[config.mk]
export PLATFORM = sky130hd
export DESIGN_NAME = wb_cache_arbiter
export DESIGN_NICKNAME = d
export VERILOG_FILES = /design/src/rtl/wb_cache_arbiter.sv
export SDC_FILE = /design/constraint.sdc
export NUM_CORES = 1
export LEC_CHECK = 0
export CAP_MARGIN = 25
export CELL_PAD_IN_SITES_DETAIL_PLACEMENT = 0
export CELL_PAD_IN_SITES_GLOBAL_PLACEMENT = 1
export CORE_MARGIN = 4
export CORE_UTILIZATION = 15
export DETAILED_ROUTE_END_ITERATION = 12
export GPL_ROUTABILITY_DRIVEN = 1
export PLACE_DENSITY = 0.9
export SLEW_MARGIN = 20
export SYNTH_ARGS = -nofsm -noshare
export SYNTH_HDL_FRONTEND = slang
export SYNTH_SLANG_ARGS = --single-unit
[constraint.sdc]
create_clock -name clk -period 4.2 [get_ports clk]
set_input_delay 0.84 -clock clk [delete_from_list [all_inputs] [get_ports clk]]
set_output_delay 0.84 -clock clk [all_outputs]
set_load 0.1 [all_outputs]
[src/rtl/wb_cache_arbiter.sv]
// wb_cache_arbiter: round-robin Wishbone arbiter (icache m0, dcache m1) onto one SDRAM slave with a stall watchdog.
module wb_cache_arbiter #(
  parameter int TIMEOUT = 255,
  parameter int DW = 32
) (
  input  logic          clk,
  input  logic          rst,
  input  logic [DW-1:0] m0_adr_i,
  input  logic          m0_cyc_i,
  input  logic          m0_stb_i,
  input  logic          m0_we_i,
  input  logic [3:0]    m0_sel_i,
  input  logic [2:0]    m0_cti_i,
  input  logic [1:0]    m0_bte_i,
  input  logic [DW-1:0] m0_dat_i,
  output logic [DW-1:0] m0_dat_o,
  output logic          m0_ack_o,
  output logic          m0_err_o,
  input  logic [DW-1:0] m1_adr_i,
  input  logic          m1_cyc_i,
  input  logic          m1_stb_i,
  input  logic          m1_we_i,
  input  logic [3:0]    m1_sel_i,
  input  logic [2:0]    m1_cti_i,
  input  logic [1:0]    m1_bte_i,
  input  logic [DW-1:0] m1_dat_i,
  output logic [DW-1:0] m1_dat_o,
  output logic          m1_ack_o,
  output logic          m1_err_o,
  output logic [DW-1:0] s_adr_o,
  output logic          s_cyc_o,
  output logic          s_stb_o,
  output logic          s_we_o,
  output logic [3:0]    s_sel_o,
  output logic [2:0]    s_cti_o,
  output logic [1:0]    s_bte_o,
  output logic [DW-1:0] s_dat_o,
  input  logic [DW-1:0] s_dat_i,
  input  logic          s_ack_i,
  input  logic          s_err_i,
  output logic [1:0]    grant,
  output logic          timeout_o
);
  localparam int CW = $clog2(TIMEOUT + 1);
  localparam logic [CW-1:0] TMAX = CW'(TIMEOUT);
  localparam logic [1:0] S_IDLE = 2'd0, S_GNT0 = 2'd1, S_GNT1 = 2'd2, S_ABORT = 2'd3;
  logic [1:0] st_q, st_d, blk_q, blk_d;
  logic last_q, last_d;
  logic [CW-1:0] wdt_q, wdt_d;
  logic ing, sel1, cyc_g, stb_g, r0, r1, hit, g0, g1, ab;
  assign ing = st_q == S_GNT0 || st_q == S_GNT1;
  assign sel1 = st_q == S_GNT1;
  assign cyc_g = sel1 ? m1_cyc_i : m0_cyc_i;
  assign stb_g = sel1 ? m1_stb_i : m0_stb_i;
  // an aborted master stays locked out until it lets go of cyc once
  assign r0 = m0_cyc_i & ~blk_q[0];
  assign r1 = m1_cyc_i & ~blk_q[1];
  assign hit = ing & cyc_g & (wdt_d == TMAX);
  always_comb begin
    wdt_d = (!ing || s_ack_i || s_err_i) ? '0 : (stb_g && wdt_q != TMAX) ? wdt_q + 1'b1 : wdt_q;
    st_d = st_q == S_IDLE ? ((r0 & (~r1 | last_q)) ? S_GNT0 : r1 ? S_GNT1 : S_IDLE) :
           st_q == S_ABORT ? S_IDLE : !cyc_g ? S_IDLE : hit ? S_ABORT : st_q;
    last_d = (ing & (~cyc_g | hit)) ? sel1 : last_q;
    blk_d = (blk_q & {m1_cyc_i, m0_cyc_i}) | (hit ? {sel1, ~sel1} : 2'b00);
  end
  always_ff @(posedge clk) begin
    if (rst) begin
      st_q <= S_IDLE;
      last_q <= 1'b1;
      blk_q <= 2'b00;
      wdt_q <= '0;
    end else begin
      st_q <= st_d;
      last_q <= last_d;
      blk_q <= blk_d;
      wdt_q <= wdt_d;
    end
  end
  assign g0 = ~rst & (st_q == S_GNT0);
  assign g1 = ~rst & (st_q == S_GNT1);
  assign ab = ~rst & (st_q == S_ABORT);
  assign s_adr_o = g0 ? m0_adr_i : g1 ? m1_adr_i : '0;
  assign s_cyc_o = (g0 & m0_cyc_i) | (g1 & m1_cyc_i);
  assign s_stb_o = (g0 & m0_stb_i) | (g1 & m1_stb_i);
  assign s_we_o = (g0 & m0_we_i) | (g1 & m1_we_i);
  assign s_sel_o = g0 ? m0_sel_i : g1 ? m1_sel_i : 4'd0;
  assign s_cti_o = g0 ? m0_cti_i : g1 ? m1_cti_i : 3'd0;
  assign s_bte_o = g0 ? m0_bte_i : g1 ? m1_bte_i : 2'd0;
  assign s_dat_o = g0 ? m0_dat_i : g1 ? m1_dat_i : '0;
  assign m0_dat_o = s_dat_i;
  assign m1_dat_o = s_dat_i;
  assign m0_ack_o = g0 & s_ack_i;
  assign m1_ack_o = g1 & s_ack_i;
  assign m0_err_o = (g0 & s_err_i) | (ab & ~last_q);
  assign m1_err_o = (g1 & s_err_i) | (ab & last_q);
  assign grant = {g1 | (ab & last_q), g0 | (ab & ~last_q)};
  assign timeout_o = ab;
endmodule

==> out/qor.yml, run 1 <==
layout:
  drive_gt1_frac: 0.239
  diodes: 0
  final_area_um2: 5120
  area_growth_pct: 134
  fill_cells: 1398
  final_common_cell: "clkdlybuf4s50_1"
  nNetsFinal: 630
  multiInputGateArea_um2: 1360
  final_cell_mix: "clkdlybuf4s50_1 (155), buf_12 (78), a22o_1 (73), nor2_1 (17), dfxtp_1 (13)"
  regArea_um2: 260
job:
  max_cap_viol_count: 0
clock_network:
  numClockSinks: 13
  cts_tree: "yes"
  hold_buffers: 0
  cts_setup_buffers: 0
  cts-htree-levels: 1
  clock_latency_ps: 250
  clkSlewWorstSetupHoldPaths_ps: 40
  cts_buffers: 3
  post_cts_resized: 0
  cts_buffer_depth: 2
  cts_root_buffer: "clkbuf_16"
yosys:
  ys.flop_type: "dfxtp_1"
  async_flop_share: 0
  synth_seq_area_share: 0.119
  syn_avg_cell_area_um2: 7.94
  yosysUniqueCellTypes: 46
  synth_edf_count: 0
  ys_ff_latch: 13
  syn_area_um2: 2190
  yosysWarnings: 0
  synthCells: 276
  synth.net_count: 469
detailed_routing:
  routedWlPerCell_um: 21.9
  ant_nets: 0
  via_count: 2791
  drtIter0Drc: 252
  route.detailed.drc: 0
  routed_wl_mm: 13.5
  drtPass1Iterations: 4
  vias_per_cell: 4.53
power:
  p_comb_frac: 0.894
  powerDensity_nw_per_um2: 623
  ir_drop_v: 0.000394
  swShare: 0.603
  finalPower_mw: 3.19
  p_leak_nw: 1.91
  p_sw_mw: 1.92
  p_int_mw: 1.27
  clockPowerShare: 0.058
  p_seq_frac: 0.049
global_routing:
  first_global_vias: 3028
  grt-busiest-layer: "met2"
  grt_antenna_before_repair: 0
  grt-ovfl-total: 0
  use_met2: 0.297
  grt_use_met3: 0.0382
  grt_max_degree: 74
  grt_pass1_wl_mm: 19.1
  gr-usage-met1: 0.164
  grt_use_total: 0.151
timing:
  setup_tns_ps: 0
  rsz0062_at_grt: "false"
  fmax_mhz: 293
  fin_crit_sh: 0.811
  skew_ps: 2.00
  slew_headroom: 0.636
  drv_slew: 0
  setup_violations: 0
  hold_viol_final: 0
  fin_crit_ps: 3410
  setup_ws_ps: 792
  worstMarginPinSlew_ps: 546
setup_path:
  path_class: "input port to primary output"
  crit_path_end_kind: "primary output"
  slowest_stage: "clkdlybuf4s50_1"
  crit_path_max_incr_delay_ps: 490
  cp_max_fo: 54
  crit_chain: "clkdlybuf4s50_1 -> nor2b_4 -> buf_4 -> a22o_1 -> buf_12"
  r2r_cells: 8
  worstPathRequired_ps: 3360
  start_kind: "input port"
  crit_arrival_ps: 2570
floorplan:
  core_um2: 14100
  rows: 43
  start_util: 0.156
  die_w_um: 129
  die_area_um2: 16600
  die_h_um: 129
  ios: 335
hold_path:
  whs_path_depth: 2
  min_path_type: "flop to flop"
place:
  place_area_um2: 5050
  portBuffers: 238
  dp_slack_ps: 789
  place_hpwl_mm: 12.0
  place.gp.congestion: 0.905
outcome:
  outcome: "completed"
## final cells by class
| type | instances | area share |
|---|---|---|
| inverter | 5 | 0.00366 |
| clock buffer | 4 | 0.0154 |
| timing repair buffer | 242 | 0.621 |
| sequential | 13 | 0.0508 |
| tap | 180 | 0.0439 |
| multi-input combinational | 172 | 0.266 |
## routing by layer
metal | vias up | wire, um
met1 | 1308 | 4710
met4 | 0 | 252
met2 | 180 | 7590
met5 | - | 0
li1 | 1288 | -
met3 | 15 | 930
## flip-flops by register name (all words and copies together) (netlist names)
register  cells
wdt_q         8
blk_q         2
st_q          2
last_q        1
## cell families (layout without fill, tap and decap cells)
group,after synthesis,in the layout,share of synthesized area
buf+inv,91,251,0.268
compound gates,99,99,0.382
mux,6,6,0.0325
simple gates,55,55,0.142
flops,13,13,0.119
xor+xnor,7,7,0.0280
fa+ha+maj,5,5,0.0285
## Yosys cell counts, types with 3 or more instances
cell type	count	area (um^2)
nor3_1	3	15.0
inv_1	5	18.8
buf_4	65	488
o21ai_0	4	20.0
a21oi_1	7	35.0
mux2i_1	3	30.0
nor3b_1	3	22.5
nand2_1	5	18.8
buf_1	5	18.8
xor2_1	3	26.3
clkbuf_1	14	52.6
dfxtp_1	13	260
ha_1	5	62.6
nand3_1	5	25.0
nor2_1	17	63.8
nand4_1	3	18.8
a22o_1	73	639
xnor2_1	4	35.0
a22oi_1	3	22.5
## through the flow
stage | util | hold WS [ps] | std cells
global route | 0.364 | 493 | 616
CTS | 0.364 | 470 | 616
detailed placement | 0.358 | 458 | 612
global placement | 0.358 | 453 | 612
floorplan | - | 439 | 276
finish | 0.364 | 464 | 616
## worst max-delay path, delay by kind of cell
kind	cells	cell delay, ps
buffers and inverters	3	1160
AOI/OAI and AO/OA	1	380
and+or+nand+nor	1	150
## power groups by stage
stage | clock network [mW] | logic, mW | registers (mW)
5_1_grt | 0.192 | 2.93 | 0.157
6_report | 0.183 | 2.85 | 0.155
3_3_place_gp | 0 | 2.85 | 0.156
3_5_place_dp | 0 | 2.87 | 0.157
2_1_floorplan | 0 | 2.04 | 0.152
4_1_cts | 0.186 | 2.88 | 0.155
## worst paths after layout
kind / from / slack [ps] / endpoint
min reg2reg: blk_q[0] / 460 / blk_q[0]
min: blk_q[0] / 460 / blk_q[0]
max: rst / 790 / s_dat_o[3]
max reg2reg: st_q[0] / 1440 / st_q[0]
No activity file was read; power rests on OpenSTA's default activity.
==> run 2, diff against run 1 <==
- CORE_ASPECT_RATIO: default -> 1.1
- CORE_UTILIZATION: 15 -> 14
- PLACE_DENSITY: 0.9 -> 0.85
- clock period: 4.2 -> 3.15 ns (I/O delays scaled with it)
==> run 2 against run 1 <==
Compared with the run above:
- non-clock buffer count unchanged
- combinational power up 36%
- first-iteration DRC count is 36% lower
- clock skew grew 1.9 ps
- critical path type unchanged
- critical endpoint is now s_adr_o[3]
==> out/qor.yml, run 2 (same netlist as run 1, synthesis figures left out) <==
setup_path:
  crit_chain: "clkdlybuf4s50_1 -> nor3b_2 -> buf_12 -> a22o_1 -> buf_12"
  cp_max_fo: 73  # +35%
  path_class: "input port to primary output"
  crit_arrival_ps: 2380  # -190 ps
  crit_path_max_incr_delay_ps: 540  # +50 ps
  start_kind: "input port"
  crit_path_end_kind: "primary output"
  r2r_cells: 8  # unchanged
  slowest_stage: "clkdlybuf4s50_1"
  crit_top_cell: "buf_12"
  worstPathRequired_ps: 2520  # -840 ps
detailed_routing:
  route.detailed.drc: 0  # unchanged
  ant_nets: 0  # unchanged
  wl_met1_mm: 4.82  # +2.3%
  routed.top_layer: "met5"
  drtPass1Iterations: 4  # unchanged
  met2_wirelength_mm: 6.41  # -16%
  vias_per_cell: 4.37  # -3.5%
  via_count: 2768  # -0.82%
  routedWlPerCell_um: 20.3  # -7.2%
  routed_wl_mm: 12.9  # -4.6%
  wl_met3_mm: 1.47  # +58%
  drtIter0Drc: 162  # -36%
floorplan:
  start_util: 0.144  # -0.0116
  die_w_um: 127  # -1.2%
  core_um2: 15200  # +8.1%
  die_h_um: 139  # +8.0%
  ios: 335  # unchanged
  rows: 47  # +9.3%
  die_area_um2: 17700  # +6.7%
place:
  place_hpwl_mm: 11.5  # -4.7%
  portBuffers: 238  # unchanged
  place.gp.congestion: 0.809  # -11%
  dp.cells: 628  # +2.6%
layout:
  reg_top3: "wdt_q: 8 flops, blk_q: 2 flops, st_q: 2 flops"
  final_common_cell: "clkdlybuf4s50_1"
  top_register: "wdt_q"
  largest_register_ffs: 8  # unchanged
  utilization: 0.345  # -0.0187
  regArea_um2: 260  # unchanged
  nNetsFinal: 630  # unchanged
  instances_no_fill: 633  # +2.8%
  final_cell_mix: "clkdlybuf4s50_1 (155), buf_12 (85), a22o_1 (72), nor2_1 (17), dfxtp_1 (13)"
  multiInputGateArea_um2: 1380  # +1.0%
  drive_gt1_frac: 0.248  # +0.00917
  fill_cells: 1522  # +8.9%
  area_growth_pct: 140
timing:
  fin_crit_ps: 3010
  worst_hold_slack_ps: 481  # +16.6 ps
  hold_viol_final: 0  # unchanged
  setup_tns_ps: 0  # unchanged
  skew_ps: 3.87  # +1.87 ps
  worstMarginPinSlew_ps: 378  # -168 ps
  slew_headroom: 0.741  # +0.105
  setup_violations: 0  # unchanged
  fmax_mhz: 332
  drv_slew: 0  # unchanged
  rsz0062_at_grt: "false"
  fin_crit_sh: 0.957
job:
  max_cap_viol_count: 0  # unchanged
clock_network:
  post_cts_resized: 0  # unchanged
  clkSlewWorstSetupHoldPaths_ps: 50  # about the same
  numClockSinks: 13  # unchanged
  cts_root_buffer: "clkbuf_16"
  cts-htree-levels: 1  # unchanged
  cts_buffers: 3  # unchanged
  cts_setup_buffers: 0  # unchanged
  cts_buffer_depth: 2  # unchanged
  clock_latency_ps: 250  # about the same
  cts_tree: "yes"
  hold_buffers: 0  # unchanged
power:
  p_comb_frac: 0.894  # about the same
  swShare: 0.598  # -0.00467
  ir_drop_v: 0.000373  # -5.4%
  p_sw_mw: 2.59  # +35%
  clockPowerShare: 0.058  # about the same
  p_seq_frac: 0.048  # about the same
  powerDensity_nw_per_um2: 824  # +32%
  finalPower_mw: 4.33  # +36%
  p_leak_nw: 1.93  # +0.75%
  p_int_mw: 1.74  # +37%
global_routing:
  grt_max_degree: 74  # unchanged
  grt-ovfl-total: 0  # unchanged
  grt_antenna_before_repair: 1  # +1
  first_global_vias: 2972  # -1.8%
  grt_pass1_wl_mm: 18.6  # -2.7%
  grt_use_total: 0.137  # -0.0149
hold_path:
  whs_path_depth: 2  # unchanged
  min_path_type: "flop to flop"
outcome:
  outcome: "completed"
-- run 2: path summary, 6_finish.rpt --
check                             endpoint      from  slack [ps]
worst min-delay path              blk_q[1]  blk_q[1]         480
worst min register to register    blk_q[1]  blk_q[1]         480
worst max register to register     st_q[0]   st_q[0]         510
worst max-delay path            s_adr_o[3]       rst         140
-- run 2: power groups by stage --
stage	Sequential (mW)	Combinational [mW]	Clock, mW
6_report	0.208	3.87	0.252
5_1_grt	0.210	3.98	0.265
4_1_cts	0.207	3.90	0.255
3_5_place_dp	0.210	3.90	0
3_3_place_gp	0.208	3.87	0
2_1_floorplan	0.204	2.72	0
-- run 2: stage by stage --
stage                     setup WS (ps)  cell area (um^2)
after floorplan                    95.0              2210
after global placement             68.2              5170
after detailed placement           40.2              5170
after CTS                          50.7              5250
after global routing               3.45              5250
final                               137              5250
-- run 2: final cells by class --
cell class / instances / share of cell area
flip-flops and latches: 13 / 0.0495
repair buffers: 242 / 0.622
inverters: 5 / 0.00429
clock buffers: 4 / 0.0150
multi-input cells: 172 / 0.262
diodes: 1 / 0.000476
well taps: 196 / 0.0467
-- run 2: per-layer routing --
layer	GRT usage	up-vias
met2	0.234	187
met1	0.160	1272
met5	0	-
li1	-	1294
met3	0.0602	13
met4	0.0209	2
-- run 2: worst max-delay path, delay by kind of cell --
kind,cells,cell delay [ps]
buffers and inverters,3,1050
AND/OR/NAND/NOR,1,300
AO/OA/AOI/OAI,1,320
==> run 3, diff against run 2 <==
- GPL_ROUTABILITY_DRIVEN: 1 -> 0
- PLACE_DENSITY: 0.85 -> default
- PLACE_DENSITY_LB_ADDON: default -> 0.1
==> run 3 against run 2 <==
Compared with the run above:
- clock power shrank 2%
- sequential share of layout area about the same
- setup slack better by 35 ps
- power decreased by 0.16%
- first-iteration DRC count down 65%
- die area unchanged
- critical endpoint is now s_adr_o[2]
- largest cell class unchanged
==> out/qor.yml, run 3 (same netlist as run 1, synthesis figures left out) <==
outcome:
  outcome: "completed"
detailed_routing:
  ant_nets: 0  # unchanged
  drtIter0Drc: 56  # -65%
  vias_per_cell: 4.25  # -2.7%
  routed_wl_mm: 14.3  # +11%
  met2_wirelength_mm: 7.07  # +10%
  routed.top_layer: "met5"
  route.detailed.drc: 0  # unchanged
  via_count: 2705  # -2.3%
  drtPass1Iterations: 4  # unchanged
  wl_met3_mm: 2.02  # +37%
  routedWlPerCell_um: 22.5  # +11%
  wl_met1_mm: 5.05  # +5.0%
power:
  ir_drop_v: 0.000356  # -4.5%
  finalPower_mw: 4.32  # -0.16%
  p_leak_nw: 1.94  # +0.50%
  powerDensity_nw_per_um2: 821  # -0.47%
layout:
  top_register: "wdt_q"
  utilization: 0.346  # +0.00107
  reg_top3: "wdt_q: 8 flops, blk_q: 2 flops, st_q: 2 flops"
  drive_gt1_frac: 0.249  # +0.00115
  final_cell_mix: "clkdlybuf4s50_1 (155), buf_12 (85), a22o_1 (73), nor2_1 (17), dfxtp_1 (13)"
  nNetsFinal: 632  # +0.32%
  area_growth_pct: 140
  largest_register_ffs: 8  # unchanged
  final_common_cell: "clkdlybuf4s50_1"
global_routing:
  grt_antenna_before_repair: 12  # +11
  grt_use_total: 0.152  # +0.0152
  first_global_vias: 2830  # -4.8%
  grt_max_degree: 71  # -4.1%
  grt_pass1_wl_mm: 19.9  # +6.7%
  grt-ovfl-total: 0  # unchanged
timing:
  fin_crit_sh: 0.946  # -0.0110
  worst_hold_slack_ps: 470  # -11.1 ps
  slew_headroom: 0.745  # +0.00402
  fmax_mhz: 336  # +1.2%
  fin_crit_ps: 2980  # -34.6 ps
  setup_tns_ps: 0  # unchanged
  skew_ps: 3.11  # -0.761 ps
  rsz0062_at_grt: "false"
  worstMarginPinSlew_ps: 382  # +4.77 ps
  setup_violations: 0  # unchanged
  drv_slew: 0  # unchanged
  hold_viol_final: 0  # unchanged
floorplan:
  die_h_um: 139  # unchanged
  rows: 47  # unchanged
  ios: 335  # unchanged
  die_area_um2: 17700  # unchanged
  core_um2: 15200  # unchanged
  start_util: 0.144  # unchanged
  die_w_um: 127  # unchanged
setup_path:
  r2r_cells: 8  # unchanged
  crit_arrival_ps: 2350  # -30 ps
  cp_max_fo: 70  # -4.1%
  rr_startpoint: "st_q[0]"
  rr_endpoint: "st_q[0]"
  crit_start: "rst"
  worstPathRequired_ps: 2520  # about the same
  crit_path_end_kind: "primary output"
  start_kind: "input port"
  crit_top_cell: "buf_12"
  path_class: "input port to primary output"
  crit_path_max_incr_delay_ps: 520  # -20 ps
  slowest_stage: "clkdlybuf4s50_1"
  cp-endpoint: "s_adr_o[2]"
  crit_chain: "clkdlybuf4s50_1 -> nor3b_2 -> buf_12 -> a22o_1 -> buf_12"
  r2r_slack_ps: 590  # +80 ps
clock_network:
  clkSlewWorstSetupHoldPaths_ps: 50  # about the same
  cts_buffers: 3  # unchanged
  cts-htree-levels: 1  # unchanged
  cts_tree: "yes"
  cts_buffer_depth: 2  # unchanged
  clock_latency_ps: 240  # about the same
  cts_root_buffer: "clkbuf_16"
  numClockSinks: 13  # unchanged
  cts_setup_buffers: 0  # unchanged
place:
  place_hpwl_mm: 12.5  # +9.3%
  portBuffers: 238  # unchanged
job:
  max_cap_viol_count: 0  # unchanged
hold_path:
  min_path_type: "flop to flop"
[run 3: area by class of cell]
type,instances,area [um^2]
Clock buffer,4,78.8
Antenna cell,2,5.00
Multi-Input combinational cell,172,1370
Fill cell,1559,9960
Sequential cell,13,260
Inverter,5,22.5
Tap cell,196,245
Timing Repair Buffer,244,3280
[run 3: routing by layer]
metal	track usage	vias to the layer above
met5	0	-
li1	-	1294
met2	0.261	164
met4	0.0107	20
met1	0.158	1203
met3	0.107	24
[run 3: repair_timing]
item	in CTS	in global routing
setup endpoints to repair	0	4
gates resized for setup	0	1
hold buffers	0	0
[run 3: stage by stage]
step / worst slack, ps / area, um^2 / cells
after floorplan: 95.0 / 2210 / 276
after global placement: 212 / 5180 / 630
after detailed placement: 172 / 5180 / 630
after CTS: 103 / 5260 / 634
after global routing: 98.7 / 5270 / 635
final: 172 / 5270 / 636
[run 3: critical path, delay by kind of cell]
kind	cells	cell delay [ps]
buffers and inverters	3	1040
AND/OR/NAND/NOR	1	340
AO/OA/AOI/OAI	1	270
[run 3: worst min path at each step]
stage | startpoint | endpoint | cells past startpoint | slack [ps]
5_1_grt | blk_q[0] | blk_q[0] | 2 | 510
2_1_floorplan | blk_q[0] | blk_q[0] | 2 | 440
6_report | blk_q[1] | blk_q[1] | 2 | 470
3_3_place_gp | blk_q[0] | blk_q[0] | 2 | 460
4_1_cts | blk_q[1] | blk_q[1] | 2 | 470
3_5_place_dp | blk_q[0] | blk_q[0] | 2 | 460
[run 3: where the power goes]
group / total [mW] / switching, mW / internal [mW]
Sequential: 0.209 / 0.0261 / 0.183
Combinational: 3.87 / 2.48 / 1.39
Clock: 0.246 / 0.0745 / 0.171
